==> src/rtl/instr_fetch.sv <==
// -----------------------------------------------------------------------------
// instr_fetch
//   Instruction fetch stage. Issues one instruction-memory request at a time,
//   holds the fetched word in the IF/ID register, and uses a one-entry skid
//   buffer to absorb a response that lands while decode is stalled. Redirects
//   flush IF/ID and the skid entry, and any response still in flight from
//   before the redirect is dropped.
//
// Ports
//   clk            : clock, all state changes on the rising edge
//   reset          : synchronous, active-high
//   stall          : decode cannot accept; IF/ID holds
//   redirect_valid : taken branch/jump; flush and refetch from redirect_pc
//   redirect_pc    : redirect target (low two bits are forced to zero)
//   imem_req       : fetch request (high only in the issue state)
//   imem_addr      : word-aligned fetch address
//   imem_gnt       : request accepted when imem_req && imem_gnt
//   imem_rvalid    : read data valid, at least one cycle after the grant
//   imem_rdata     : instruction word returned by memory
//   id_valid       : IF/ID register holds a valid instruction
//   id_pc          : PC of the held instruction
//   id_inst        : held instruction, NOP_INST when nothing is held
//   align_err      : one-cycle pulse after a redirect to a misaligned target
// -----------------------------------------------------------------------------
module instr_fetch #(
    parameter logic [31:0] RESET_PC = 32'h0000_0000,
    parameter logic [31:0] NOP_INST = 32'h0000_0013
) (
    input  logic        clk,
    input  logic        reset,
    input  logic        stall,
    input  logic        redirect_valid,
    input  logic [31:0] redirect_pc,
    output logic        imem_req,
    output logic [31:0] imem_addr,
    input  logic        imem_gnt,
    input  logic        imem_rvalid,
    input  logic [31:0] imem_rdata,
    output logic        id_valid,
    output logic [31:0] id_pc,
    output logic [31:0] id_inst,
    output logic        align_err
);

    // REQ: issuing, WAIT: one request outstanding,
    // FULL: skid entry occupied, DRAIN: a stale response is still due.
    typedef enum logic [1:0] {
        S_REQ   = 2'd0,
        S_WAIT  = 2'd1,
        S_FULL  = 2'd2,
        S_DRAIN = 2'd3
    } state_e;

    state_e      state_q, state_d;
    logic [31:0] fetch_pc_q, fetch_pc_d;
    logic        id_valid_q, id_valid_d;
    logic [31:0] id_pc_q, id_pc_d;
    logic [31:0] id_inst_q, id_inst_d;
    logic [31:0] skid_pc_q, skid_pc_d;
    logic [31:0] skid_inst_q, skid_inst_d;
    logic        align_err_q, align_err_d;

    logic rsp_take;    // a wanted response arrives this cycle
    logic if_id_busy;  // IF/ID holds an instruction decode will not take

    assign rsp_take   = (state_q == S_WAIT) && imem_rvalid;
    assign if_id_busy = id_valid_q && stall;

    // ---------------- state register ----------------
    // NOTE: clocked blocks use non-blocking assignments only, so every
    // register samples the pre-edge value of every other register.
    always_ff @(posedge clk) begin
        if (reset) begin
            state_q     <= S_REQ;
            fetch_pc_q  <= RESET_PC;
            id_valid_q  <= 1'b0;
            id_pc_q     <= 32'h0000_0000;
            id_inst_q   <= NOP_INST;
            align_err_q <= 1'b0;
        end else begin
            state_q     <= state_d;
            fetch_pc_q  <= fetch_pc_d;
            id_valid_q  <= id_valid_d;
            id_pc_q     <= id_pc_d;
            id_inst_q   <= id_inst_d;
            align_err_q <= align_err_d;
        end
    end

    // NOTE: the skid payload carries no reset; it is only read in FULL,
    // and FULL is reached only after the payload has been written.
    always_ff @(posedge clk) begin
        skid_pc_q   <= skid_pc_d;
        skid_inst_q <= skid_inst_d;
    end

    // ---------------- next-state logic ----------------
    // NOTE: every combinational output gets a default first so no path
    // leaves it unassigned (which would infer a latch).
    always_comb begin
        state_d = state_q;
        unique case (state_q)
            S_REQ: begin
                if (redirect_valid) state_d = imem_gnt ? S_DRAIN : S_REQ;
                else if (imem_gnt)  state_d = S_WAIT;
            end
            S_WAIT: begin
                if (redirect_valid)   state_d = imem_rvalid ? S_REQ : S_DRAIN;
                else if (imem_rvalid) state_d = if_id_busy ? S_FULL : S_REQ;
            end
            S_FULL: begin
                if (redirect_valid || !stall) state_d = S_REQ;
            end
            S_DRAIN: begin
                // A redirect keeps waiting for the stale response, unless that
                // response is arriving right now; staying put then would wait
                // for a response that never comes.
                if (imem_rvalid) state_d = S_REQ;
            end
            default: state_d = S_REQ;
        endcase
    end

    // ---------------- datapath next-state ----------------
    // Priority: redirect, then a fresh response, then the skid entry,
    // then draining IF/ID when decode consumes it.
    always_comb begin
        fetch_pc_d  = fetch_pc_q;
        id_valid_d  = id_valid_q;
        id_pc_d     = id_pc_q;
        id_inst_d   = id_inst_q;
        skid_pc_d   = skid_pc_q;
        skid_inst_d = skid_inst_q;
        align_err_d = 1'b0;

        if (redirect_valid) begin
            fetch_pc_d  = {redirect_pc[31:2], 2'b00};
            id_valid_d  = 1'b0;
            id_inst_d   = NOP_INST;
            align_err_d = (redirect_pc[1:0] != 2'b00);
        end else if (rsp_take) begin
            fetch_pc_d = fetch_pc_q + 32'd4;
            if (if_id_busy) begin
                skid_pc_d   = fetch_pc_q;
                skid_inst_d = imem_rdata;
            end else begin
                id_valid_d = 1'b1;
                id_pc_d    = fetch_pc_q;
                id_inst_d  = imem_rdata;
            end
        end else if ((state_q == S_FULL) && !stall) begin
            id_valid_d = 1'b1;
            id_pc_d    = skid_pc_q;
            id_inst_d  = skid_inst_q;
        end else if (!stall) begin
            id_valid_d = 1'b0;
            id_inst_d  = NOP_INST;
        end
    end

    // ---------------- outputs ----------------
    always_comb begin
        imem_req = (state_q == S_REQ);
    end

    assign imem_addr = fetch_pc_q;
    assign id_valid  = id_valid_q;
    assign id_pc     = id_pc_q;
    assign id_inst   = id_inst_q;
    assign align_err = align_err_q;

endmodule

==> config.mk <==
export PLATFORM = sky130hd
export DESIGN_NAME = instr_fetch
export DESIGN_NICKNAME = d
export VERILOG_FILES = /design/src/rtl/instr_fetch.sv
export SDC_FILE = /design/constraint.sdc
export NUM_CORES = 1
export LEC_CHECK = 0
export ABC_AREA = 1
export CAP_MARGIN = 20
export CELL_PAD_IN_SITES_DETAIL_PLACEMENT = 1
export CELL_PAD_IN_SITES_GLOBAL_PLACEMENT = 1
export CORE_MARGIN = 2
export CORE_UTILIZATION = 36
export DETAILED_ROUTE_END_ITERATION = 6
export GPL_TIMING_DRIVEN = 0
export PLACE_DENSITY = 0.85
export SYNTH_ARGS = -nofsm -noshare
export SYNTH_HDL_FRONTEND = slang
export SYNTH_SLANG_ARGS = --single-unit
export TNS_END_PERCENT = 1
==> constraint.sdc <==
create_clock -name clk -period 7.3 [get_ports clk]
set_input_delay 1.46 -clock clk [delete_from_list [all_inputs] [get_ports clk]]
set_output_delay 1.46 -clock clk [all_outputs]
set_load 0.03 [all_outputs]
# After elaboration in Yosys (flattened, before gate mapping)
# Cells that the tools add are included.
[word_totals]
input_bits = 70
regBits = 164
output_inout_bits = 99
wordCells = 58
[op_classes]
n_mux = 23
bitwise = 1
n_reduce_logical = 15
eq_ne = 9
add_sub_neg = 1
[op_table]
columns = ["op", "n"]
rows = [
  ["$mux 32", 9],
  ["$add 32x3->32 const B", 1],
  ["$mux 2", 9],
  ["$pmux 2 s4", 1],
  ["$ne 2x2->1 const B", 3],
  ["$reduce_and 3->1", 2],
  ["$reduce_bool 2->1", 3],
  ["$eq 2x2->1 const B", 2],
  ["$mux 1", 4],
  ["$reduce_and 4->1", 1],
  ["$reduce_or 2->1", 2],
  ["$logic_and 1x1->1", 3],
  ["$ne 3x1->1 const B", 1],
  ["$ne 3x2->1 const B", 1],
  ["$ne 3x3->1 const B", 1],
  ["$eq 2x1->1 const B", 1],
  ["$logic_not 2->1", 1],
  ["$reduce_and 2->1", 1],
  ["$logic_not 1->1", 1],
  ["$logic_or 1x1->1", 1],
  ["$not 1->1", 1],
]

# Depth between registers and ports, before layout
# Gate-level depths: netlist of run 1.
[logic_depth]
word_depth = 5
depth_mapped = 9
depth_no_buf = 9

# Worst setup path before layout of run 1
# No wires, ideal clock.
[synth_timing]
path_kind = "input to register"
from = "input port imem_rvalid"
to = "register skid_inst_q[0] (enable)"
arrival_time_ns = 6.129
slack_ns = 0.613
cell_stages = 4
setup_time_ns = 0.558
required_ns = 6.742
cell_sequence = "nand3_4 -> buf_4 -> buf_2 -> nor3_1"
[synth_between]
elab_chain_cells = 2
[synth_rtl]
columns = ["item", "line_no", "source"]
rows = [
  ["start: declaration", "37", "input logic imem_rvalid,"],
  ["$logic_and 1x1->1", "66", "assign rsp_take = (state_q == S_WAIT) && imem_rvalid;"],
  ["$reduce_and 3->1 (no line)", "--", ""],
  ["end signal: assignment", "94", "skid_inst_q <= skid_inst_d;"],
  ["end: declaration", "60", "logic [31:0] skid_inst_q, skid_inst_d;"],
]
# Every way passes these cells.
# A chain may end at the register's enable or synchronous reset.

# Worst setup path after layout of run 1
[layout_timing]
from = "input port imem_rvalid"
to = "register skid_pc_q[21] (enable)"
[layout_between]
elab_chain_cells = 2
[layout_rtl]
columns = ["item", "line_no", "source"]
rows = [
  ["$logic_and 1x1->1", "66", ""],
  ["$reduce_and 3->1 (no line)", "--", ""],
  ["end signal: assignment", "93", "skid_pc_q <= skid_pc_d;"],
  ["end: declaration", "59", "logic [31:0] skid_pc_q, skid_pc_d;"],
]
# Every way passes these cells.

==> run summary, run 1 <==
The proportion of synthesized chip area in sequential cells was 0.546. Counting cells, the worst reg-to-reg path comes to 7. The power per standard cell area came out at 227 mW/mm². The number of antenna violations at the first check in global routing is 0. Entering global routing, the biggest net connects 17 pins.

The run gives 0.830 as the weighted congestion at the end of routability-driven global placement. The tools report the number of violations of the max-capacitance limit as 0. The number of primary I/O pins was 169. The post-route clock period utilization was 0.504; the starting density of the core was 0.369.

The run gives 0.416 as the relative slew slack. The logs give 0 for the count of antenna-violating nets left after detailed routing and 6731 for the via count of the first global-routing pass. In this run the deepest clock path goes through 2 buffers.

The tools report the number of buffers created by CTS as 17. The first global-routing pass estimated 36.7 mm of wire. Most used flip-flop cell after synthesis: sky130_fd_sc_hd__dfxtp_1.

The critical path's largest stage delay came out at 680 ps. The critical path runs through a total of 7 cells. Of all cell types, the one taking the most synthesized area is sky130_fd_sc_hd__dfxtp_1.

After synthesis, the cell types taking the most area are sky130_fd_sc_hd__dfxtp_1, sky130_fd_sc_hd__edfxtp_1, sky130_fd_sc_hd__nand2_1. Dividing the detail-routed wire length by the instance count gives 18.3 µm. The number of setup buffers added after CTS is 0. The category of cells accounting for the largest share of critical-path delay is buffers and inverters. The tools report the fraction of power consumed by sequential logic as 0.453. The first TritonRoute pass finished after 5 iterations.

Most frequent cell on the critical path: sky130_fd_sc_hd__buf_6. TritonCTS built the clock tree. The non-filler instance count after layout is 1282. Tracing the worst setup path back leads to its startpoint at imem_rvalid. Synthesis handed over a netlist of 845 instances. The number of flops mapped to enable cells by yosys came out at 62. Setup repair after global routing left no endpoint under its margin. The number of pins exceeding their max-slew limit in the final report came out at 0.

Count of buffers from port buffering: 163. The number of antenna cells inserted is 0, and the placed instance count is 1250. The tools report the count of final hold-check violations as 0.

The die is 143 µm tall. The critical path goes through clkdlybuf4s50_1 -> nand3_4 -> buf_4 -> buf_2 -> nor3_2 -> buf_6 -> buf_6. The tools report the clock share of power as 0.392. Setup violations remaining at the end of the flow were counted as 0. The aggregate global-route resource usage is 0.233, and the share of synthesized flip-flops with an asynchronous set or reset is 0.

Kind of critical path: primary input to register. The tightest min-delay check is of the register to register type. The buffer type at the clock tree root was sky130_fd_sc_hd__clkbuf_16. In the routed design, unresolved DRC markers number 0.

The destination of the critical timing path is skid_pc_q[21]. The count of hold buffers inserted by post-cts repair was 0; the width of the die was 143 µm. Dividing the detail-routed via count by the number of cells gives 5.15. Summed over all cells, the static leakage comes to 3.43 nW. Share of the synthesized area in the top cell type: 0.277. Ranked by instance count, the synthesized netlist is headed by sky130_fd_sc_hd__nand2_1, sky130_fd_sc_hd__a21oi_1, sky130_fd_sc_hd__dfxtp_1. Hold is met by 493 ps. The time the final worst path needs with I/O delays and setup works out to 3680 ps.

The floorplan has 50 rows. The part of the power in combinational logic was 0.155; the cell area after synthesis was 0.00693 mm². The achievable frequency was 0.272 GHz; the worst path buffer plus inverter count was 5.

The slowest stage of the critical path belongs to the cell sky130_fd_sc_hd__nor3_2. The startpoint identified for the worst register-to-register timing path is state_q[1]. The critical path capture point type is a register.

Dominant cell by count in the synthesized netlist: sky130_fd_sc_hd__nand2_1. The tools report the total internal power as 1.52 mW. The total net switching power is 0.636 mW, and the net switching share of the total power is 0.295. Detailed-placement wirelength estimate: 16.9 mm. The register bit count reported by yosys works out to 158.

The area growth from synthesis to layout is 36.9%. Share of post-route cells with drive strength above 1: 0.0859. In the final timing run, aggregate negative setup slack is 0 ps. Summing over every cut layer, the via total after detailed routing is 6596. The flow ran to the end, and the final reports show no timing, DRC or antenna violations. The number of gates resized after CTS was 0.

The H-tree was split into 4 levels. Clock-pin transition on the worst setup and hold timing paths: 60 ps. The die covers 0.0204 mm². The clock network latency to the later pin of the worst-skew pair is 440 ps.

The worst hold path startpoint was id_pc[24]. Sum of overflow across all layers after global routing: 0. The tools report the critical register-to-register path endpoint as skid_pc_q[21]. For the number of DRC violations after detailed-routing iteration 0, the log shows 440. At the pin with the least slew margin, the transition time is 872 ps. For flop-to-flop paths, the worst setup slack is 4820 ps. After the last flow step, the layout net total stands at 1106.

The synthesized area per cell is 8.20 µm², and the data arrival at the endpoint of the critical path is 3810 ps. The final layout contains routed wiring with a total length of 23.5 mm. For this design, the sink count on the clock tree is 158. During synthesis, Yosys emitted a total of 0 warnings.

The tools report the worst clock skew on the final layout as 8.90 ps. The worst setup path is launched from a primary input. The worst-case IR drop observed on VDD is 0.182 mV.

The post-synthesis cell type count was 34; the data required time at the worst endpoint was 7440 ps. Largest fanout on the critical path: 13. The run gives 0.0188 mm² as the placeable core region.
[logic make-up (layout without fill, tap and decap cells)]
kind of cell | after synthesis | in the layout | share of synthesized area
AND/OR/NAND/NOR | 374 | 374 | 0.228
AO/OA/AOI/OAI | 196 | 196 | 0.149
flip-flops | 158 | 158 | 0.546
buffers and inverters | 109 | 309 | 0.0677
XOR/XNOR | 6 | 6 | 0.00758
adder cells (fa/ha/maj) | 1 | 1 | 0.00181
other | 1 | 4 | 0.000541
[flip-flops by register name, indices dropped and copies added, names as in the netlist]
signal	flops
imem_addr	30
id_pc	30
state_q	2
skid_pc_q	30
id_valid	1
align_err	1
id_inst	32
skid_inst_q	32
[cell type report]
cell class | count | area [µm²]
plain buffers | 47 | 236
clock buffers | 17 | 425
clock inverters | 15 | 129
fillers | 2265 | 9280
inverters | 62 | 233
multi-input cells | 581 | 2690
flip-flops and latches | 158 | 3780
well taps | 234 | 293
repair buffers | 168 | 1690
[placed cells by master, fill, tap and decap left out, drive strengths merged]
master and instances:
nand4 1, clkinv 8, nor2 73, xor2 2, o221ai 3, nand3b 2
ha 1, clkbuf 35, nand3 46, o21ai 59, nor3 7, conb 4
a31oi 26, inv 69, clkdlybuf4s50 163, buf 34, o31ai 1, dfxtp 96
and2 2, nand2 241, xnor2 4, or2 2, a21oi 107, edfxtp 62
[power groups by stage]
stage / clock [mW] / sequential (mW) / combinational (mW)
finish: 0.845 / 0.977 / 0.333
floorplan: 0 / 1.04 / 0.129
detailed placement: 0 / 0.996 / 0.328
global placement: 0 / 0.994 / 0.319
global route: 0.893 / 0.980 / 0.361
CTS: 0.857 / 0.977 / 0.334
[tightest hold or removal path, stage by stage, from the launching register on]
cell                      delay [ps]
sky130_fd_sc_hd__dfxtp_1         330
sky130_fd_sc_hd__a21oi_1          60
sky130_fd_sc_hd__nor2_1           70
[stage by stage]
stage               instance area [µm²]   util  worst slack, ps  power, mW
finish                             9490  0.505             3620       2.15
floorplan                          6940      -              613       1.17
global placement                   8870  0.472            -2350       1.31
CTS                                9490  0.505             3650       2.17
global route                       9490  0.505             3500       2.23
detailed placement                 8930  0.476             3210       1.32
[routing by layer]
metal | share of wire | vias up | global-route usage
li1 | - | 3194 | -
met1 | 0.42 | 3147 | 0.297
met2 | 0.49 | 212 | 0.390
met3 | 0.063 | 43 | 0.0473
met4 | 0.030 | 0 | 0.0912
met5 | 0 | - | 0
[worst min path at each step]
| stage | slack [ps] | cells past startpoint | end |
|---|---|---|---|
| after floorplan | 490 | 2 | id_inst[10] |
| after global routing | 530 | 2 | id_inst[1] |
| after global placement | 460 | 2 | id_inst[0] |
| final | 490 | 2 | id_pc[24] |
| after detailed placement | 460 | 2 | id_inst[0] |
| after CTS | 500 | 2 | id_pc[24] |
(Power assumes the default switching activity.)
==> run 2: changes to the inputs <==
==> constraint.sdc (replaced) <==
create_clock -name clk -period 3.4 [get_ports clk]
set_input_delay 0.68 -clock clk [delete_from_list [all_inputs] [get_ports clk]]
set_output_delay 0.68 -clock clk [all_outputs]
set_load 0.03 [all_outputs]
==> run 2 against run 1 <==
Against the previous run: critical path depth unchanged; via count increased by 0.52%; utilization increased by 0.28 points; register-to-register slack got worse by 3800 ps; total power increased by 120%; global-route usage about the same; die area unchanged; critical path type unchanged; critical endpoint is now skid_inst_q[10].
==> run summary, run 2 (synthesized netlist as in run 1, its figures left out) <==
The first global-routing pass estimated 37.1 mm of wire. The detailed router finished its first iteration with 389 violations. The region available for standard cell placement spans 0.0188 mm². For the worst setup path, the data arrival time is 2910 ps.

The number of pins exceeding their max-slew limit in the final report came out at 0. The count of antenna-violating nets left after detailed routing is 0, and the aggregate global-route resource usage is 0.233. The starting density of the core was 0.369. The repair_antennas step left the layout with diodes totalling 0.

The die covers 0.0204 mm². The number of setup violations in the final report is 0. The run gives 0.835 as the weighted congestion at the end of routability-driven global placement. At the end of the flow, the number of nets in the layout was 1104. The met1 routing resource usage after global routing is 0.293, and the width of the die is 143 µm. Number of primary I/O pins: 169. The largest fanout on the critical path works out to 20.

The clock passes through at most 2 buffers. After legalization and detailed placement, the total HPWL measured 16.9 mm. Relative to the synthesized area, the layout overhead comes to 37.6%.

Using the TritonRoute via totals, the vias-per-cell ratio works out to 5.18. At the pin with the least slew margin, the transition time is 773 ps. Leakage power of the design: 3.45 nW. STA classifies the critical path startpoint as a primary input. Summed over all layers, the routed wires come to 23.3 mm. After layout, the minimum clock period comes to 2770 ps. The worst setup path is captured at a register. Derived from the worst setup path, the maximum achievable clock frequency is 0.362 GHz. The sum of overflow across all layers after global routing is 0. The number of buffers inserted to repair setup after CTS is 0, and the DRC violation count after routing is 0.

The tools report the clock sink count as 158. The cell area after layout came out at 0.00954 mm². TritonCTS built the clock tree. The kind of critical path is primary input to register. The share of post-route cells with drive strength above 1 came out at 0.0851. The average detailed-routed wire length per instance is 18.2 µm. Among cell families on the critical path, the largest total delay comes from buffers and inverters.

The worst hold path belongs to the class register to register. The met2 layer usage reported by global route is 0.402. Floorplan die height: 143 µm. The clock-pin transition on the worst setup and hold timing paths is 70 ps.

Clock network latency to the later pin of the worst-skew pair: 440 ps. Power per standard cell area: 496 mW/mm². The largest single stage delay on the critical path is 620 ps.

The logs give 50 for the number of rows in the core area and 6630 for the total vias in the final route. The H-tree was split into 4 levels. The run finished with clean final reports. Data on the critical path is required at its endpoint by 3550 ps.

For the total of cells resized after clock tree synthesis, the log shows 0. Setup repair after global routing left no endpoint under its margin. The count of buffers from port buffering came out at 163.

The relative slew slack is 0.483. For the number of antenna violations at the first check in global routing, the log shows 0. OpenSTA, run right after detailed placement, puts the worst setup slack at 146 ps. The met3 routing resource usage after global routing came out at 0.0473. The count of final hold-check violations was 0; the post-route clock period utilization was 0.813.

Buffers inserted during clock tree synthesis total 17. For this design, the slowest cell found on the critical path is sky130_fd_sc_hd__nor3_4. Leaving out fill and tap cells, the most frequent cell in the layout is sky130_fd_sc_hd__nand2_1. The instance area at placement came out at 0.00895 mm². The peak supply drop came out at 0.359 mV. The root buffer cell chosen for the clock tree is sky130_fd_sc_hd__clkbuf_16. For the via count of the first global-routing pass, the log shows 7015. The final critical-path setup slack is 634 ps, and the largest net degree at the start of global routing is 21.

In the layout the commonest cells are sky130_fd_sc_hd__nand2_1, sky130_fd_sc_hd__clkdlybuf4s50_1, sky130_fd_sc_hd__a21oi_1. Across the run, the number of max-cap violations was 0. The critical path contains buffers and inverters numbering 5 combined. Most heavily used metal layer in global routing: met2. The pre-antenna-repair detailed-routing pass consisted of 5 iterations. For the count of hold buffers inserted by post-cts repair, the log shows 0. On the final layout, the worst clock skew is 9.21 ps. The critical path goes through clkdlybuf4s50_1 -> nand3_4 -> buf_4 -> buf_2 -> nor3_4 -> buf_8 -> buf_16. The design draws 4.73 mW.
run 2: cell count changes in the layout (fill, tap and decap cells not counted), sizes merged:
cell / previous run / this run
buf: 34 / 32
inv: 69 / 70
clkinvlp: 0 / 1
clkinv: 8 / 6
run 2: final timing paths:
check	start	endpoint	slack (ps)	cells past startpoint
max	imem_rvalid	skid_inst_q[10]	630	7
min	id_inst[1]	id_inst[1]	480	2
max reg2reg	state_q[0]	skid_inst_q[10]	1050	6
min reg2reg	id_inst[1]	id_inst[1]	480	2
run 2: worst min-delay path, stage by stage, from the launching register on:
cell                      delay [ps]
sky130_fd_sc_hd__dfxtp_1         330
sky130_fd_sc_hd__nand2_1          50
sky130_fd_sc_hd__nand3_1          60
run 2: report_power, final:
group	switching (mW)	internal (mW)	total (mW)
Combinational	0.435	0.275	0.710
Sequential	0.0698	2.03	2.10
Clock	0.932	0.988	1.92
run 2: layer usage:
metal,wire [µm],share of wire,vias to the layer above
li1,-,-,3193
met1,10300,0.44,3232
met2,11300,0.49,168
met3,1130,0.048,37
met4,535,0.023,0
met5,0,0,-
run 2: through the flow:
stage               setup TNS [ps]  utilization  cells  hold WS, ps
global placement            -70300        0.473   1245          456
CTS                              0        0.508   1280          483
detailed placement               0        0.477   1248          463
finish                           0        0.508   1280          477
global route                     0        0.508   1280          516
floorplan                        0            -    848          493
run 2: layout make-up:
class                           count  area [µm²]
Tap cell                          234         293
Buffer                             47         236
Inverter                           62         233
Clock inverter                     15         165
Sequential cell                   158        3780
Timing Repair Buffer              166        1700
Fill cell                        2262        9230
Multi-Input combinational cell    581        2700
Clock buffer                       17         425
==> run 3: changes to the inputs <==
==> constraint.sdc (replaced) <==
create_clock -name clk -period 2.71 [get_ports clk]
set_input_delay 0.542 -clock clk [delete_from_list [all_inputs] [get_ports clk]]
set_output_delay 0.542 -clock clk [all_outputs]
set_load 0.03 [all_outputs]
==> run 3 against run 2 <==
Against the previous run: global-route usage decreased by 0.78 points; via count decreased by 1.2%; non-clock buffer count increased by 1; sequential share of layout area about the same; clock power increased by 21%; worst setup slack got worse by 460 ps; flip-flop and latch count unchanged; critical path depth unchanged; die area unchanged; highest routed layer unchanged.
==> run summary, run 3 (synthesized netlist as in run 1, its figures left out) <==
The flow ran to the end, and the final reports show no timing, DRC or antenna violations. The number of violations of the max-capacitance limit was 0. The maximum level of the CTS H-tree was 4; the DRC violation count after routing was 0.

The launch point of the worst path is imem_rvalid. Routability-driven placement finished with a final weighted congestion of 0.854. The run gives 35.5 mm as the wire length of the first global-routing pass.

At the pin with the least slew margin, the transition time is 654 ps. During placement, the flow inserted port buffers numbering 163. Buffer type at the clock tree root: sky130_fd_sc_hd__clkbuf_16. Average detailed-routed wire length per instance: 17.7 µm.

The power per standard cell area was 614 mW/mm²; the sum of overflow across all layers after global routing was 0. The number of pins exceeding their max-slew limit in the final report came out at 0. The worst hold path cell count was 2. The share of post-route cells with drive strength above 1 works out to 0.0850. Cell area after layout: 0.00953 mm². The number of clock buffers added by TritonCTS is 17.

169 I/O pins were placed. Most common library cell in the layout ignoring fill and taps: sky130_fd_sc_hd__nand2_1. The worst min-delay path class was register to register. For the worst-case register-to-register setup slack, the log shows 480 ps. At the end of the flow, the number of nets in the layout was 1105. In this run the standard cell core region covers 0.0188 mm².

The worst-case IR drop observed on VDD is 0.491 mV. The post-route clock period utilization was 0.937; the number of antenna violations at the first check in global routing was 0. The first-pass detailed-route iteration total came out at 5. The total of cells resized after clock tree synthesis is 0. The worst hold path begins at id_inst[0].

The first routing iteration left 299 violations. The growth of design area from synthesis to finish came out at 37.5%. Entering global routing, the biggest net connects 21 pins. For the instance area at placement, the log shows 0.00896 mm². The count of final hold-check violations came out at 0. The depth of the most critical reg-to-reg path was 6. The routed design could run at a clock period as short as 2540 ps. The run gives 0 ps as the final total negative setup slack. The logs give 0.508 for the core utilization of the finished layout and 0.0204 mm² for the area of the die.

Detailed placement finished with a half-perimeter wire length of 16.6 mm. For this run, the number of standard cells in the final layout without fillers is 1281. The data arrival at the endpoint of the critical path was 2680 ps; the total vias in the final route was 6550. The clock-pin transition on the worst setup and hold timing paths came out at 70 ps.

The startpoint of the most critical register-to-register path is state_q[0]. The floorplan step set the die width to 143 µm. The worst setup path is captured at a register. The floorplan die height is 143 µm, and the relative slew slack is 0.563. After clock tree synthesis, the flow added hold-fix buffers numbering 0. The kind of critical path was primary input to register.

The logs give 0.394 GHz for the achievable frequency and 1249 for the placed instance count. The worst clock skew on the final layout was 9.46 ps. The worst slack after detailed placement is -262 ps. For the number of fill cells in the layout, the log shows 2250. Startpoint type of the worst setup path: a primary input.

Data on the critical path is required at its endpoint by 2850 ps. The total routed wirelength is 22.7 mm, and the final critical-path setup slack is 170 ps. The clock net in this run drives a total of 158 sinks.

The number of buffers inserted to repair setup after CTS is 0. TritonCTS built the clock tree. The detail route stage leaves a number of antenna-violating nets equal to 0.

Setup repair after global routing left no endpoint under its margin. The number of antenna diodes in the final layout is 0. The starting density of the core is 0.369, and the number of buffers between clock root and the deepest sink is 2.

Clock network latency to the later pin of the worst-skew pair: 440 ps. The via count of the first global-routing pass is 6675, and the aggregate global-route resource usage is 0.226. In this run the core area contains 50 standard-cell rows. The leakage power of the design came out at 3.45 nW. The library cells used most frequently in the layout, excluding fill and tap cells, are sky130_fd_sc_hd__nand2_1, sky130_fd_sc_hd__clkdlybuf4s50_1, sky130_fd_sc_hd__a21oi_1. Dividing the detail-routed via count by the number of cells gives 5.11. Of all nets on the critical path, the largest fanout is 20. The tools report the number of setup violations in the final report as 0.
run 3: final timing paths:
check,to
worst max register to register,skid_pc_q[15]
worst min-delay path,id_inst[0]
worst max-delay path,skid_pc_q[15]
worst min register to register,id_inst[0]
run 3: layout make-up:
type / instances / area, µm² / area share
Sequential cell: 158 / 3780 / 0.397
Multi-Input combinational cell: 581 / 2700 / 0.283
Timing Repair Buffer: 167 / 1700 / 0.179
Clock buffer: 18 / 429 / 0.0450
Tap cell: 234 / 293 / 0.0307
Buffer: 47 / 246 / 0.0259
Inverter: 62 / 233 / 0.0244
Clock inverter: 14 / 140 / 0.0147
run 3: layer usage:
layer / GRT usage / part of all wire / up-vias
met4: 0.0667 / 0.016 / 0
met3: 0.0483 / 0.043 / 25
met5: 0 / 0 / -
met2: 0.387 / 0.50 / 154
met1: 0.286 / 0.44 / 3182
li1: - / - / 3189
run 3: critical path, cell delays in order:
cell and delay, ps:
sky130_fd_sc_hd__clkdlybuf4s50_1 610, sky130_fd_sc_hd__nand3_4 170, sky130_fd_sc_hd__buf_6 190, sky130_fd_sc_hd__buf_6 150, sky130_fd_sc_hd__nor3_4 580, sky130_fd_sc_hd__buf_8 240
sky130_fd_sc_hd__buf_16 170
run 3: through the flow:
| step | hold slack, ps | total power [mW] |
|---|---|---|
| after detailed placement | 465 | 3.57 |
| after global routing | 512 | 6.06 |
| final | 483 | 5.85 |
| after global placement | 459 | 3.54 |
| after CTS | 489 | 5.88 |
| after floorplan | 493 | 3.15 |
run 3: power breakdown:
group | total, mW | internal [mW] | switching (mW)
Sequential | 2.63 | 2.54 | 0.0871
Clock | 2.33 | 1.23 | 1.10
Combinational | 0.891 | 0.348 | 0.542
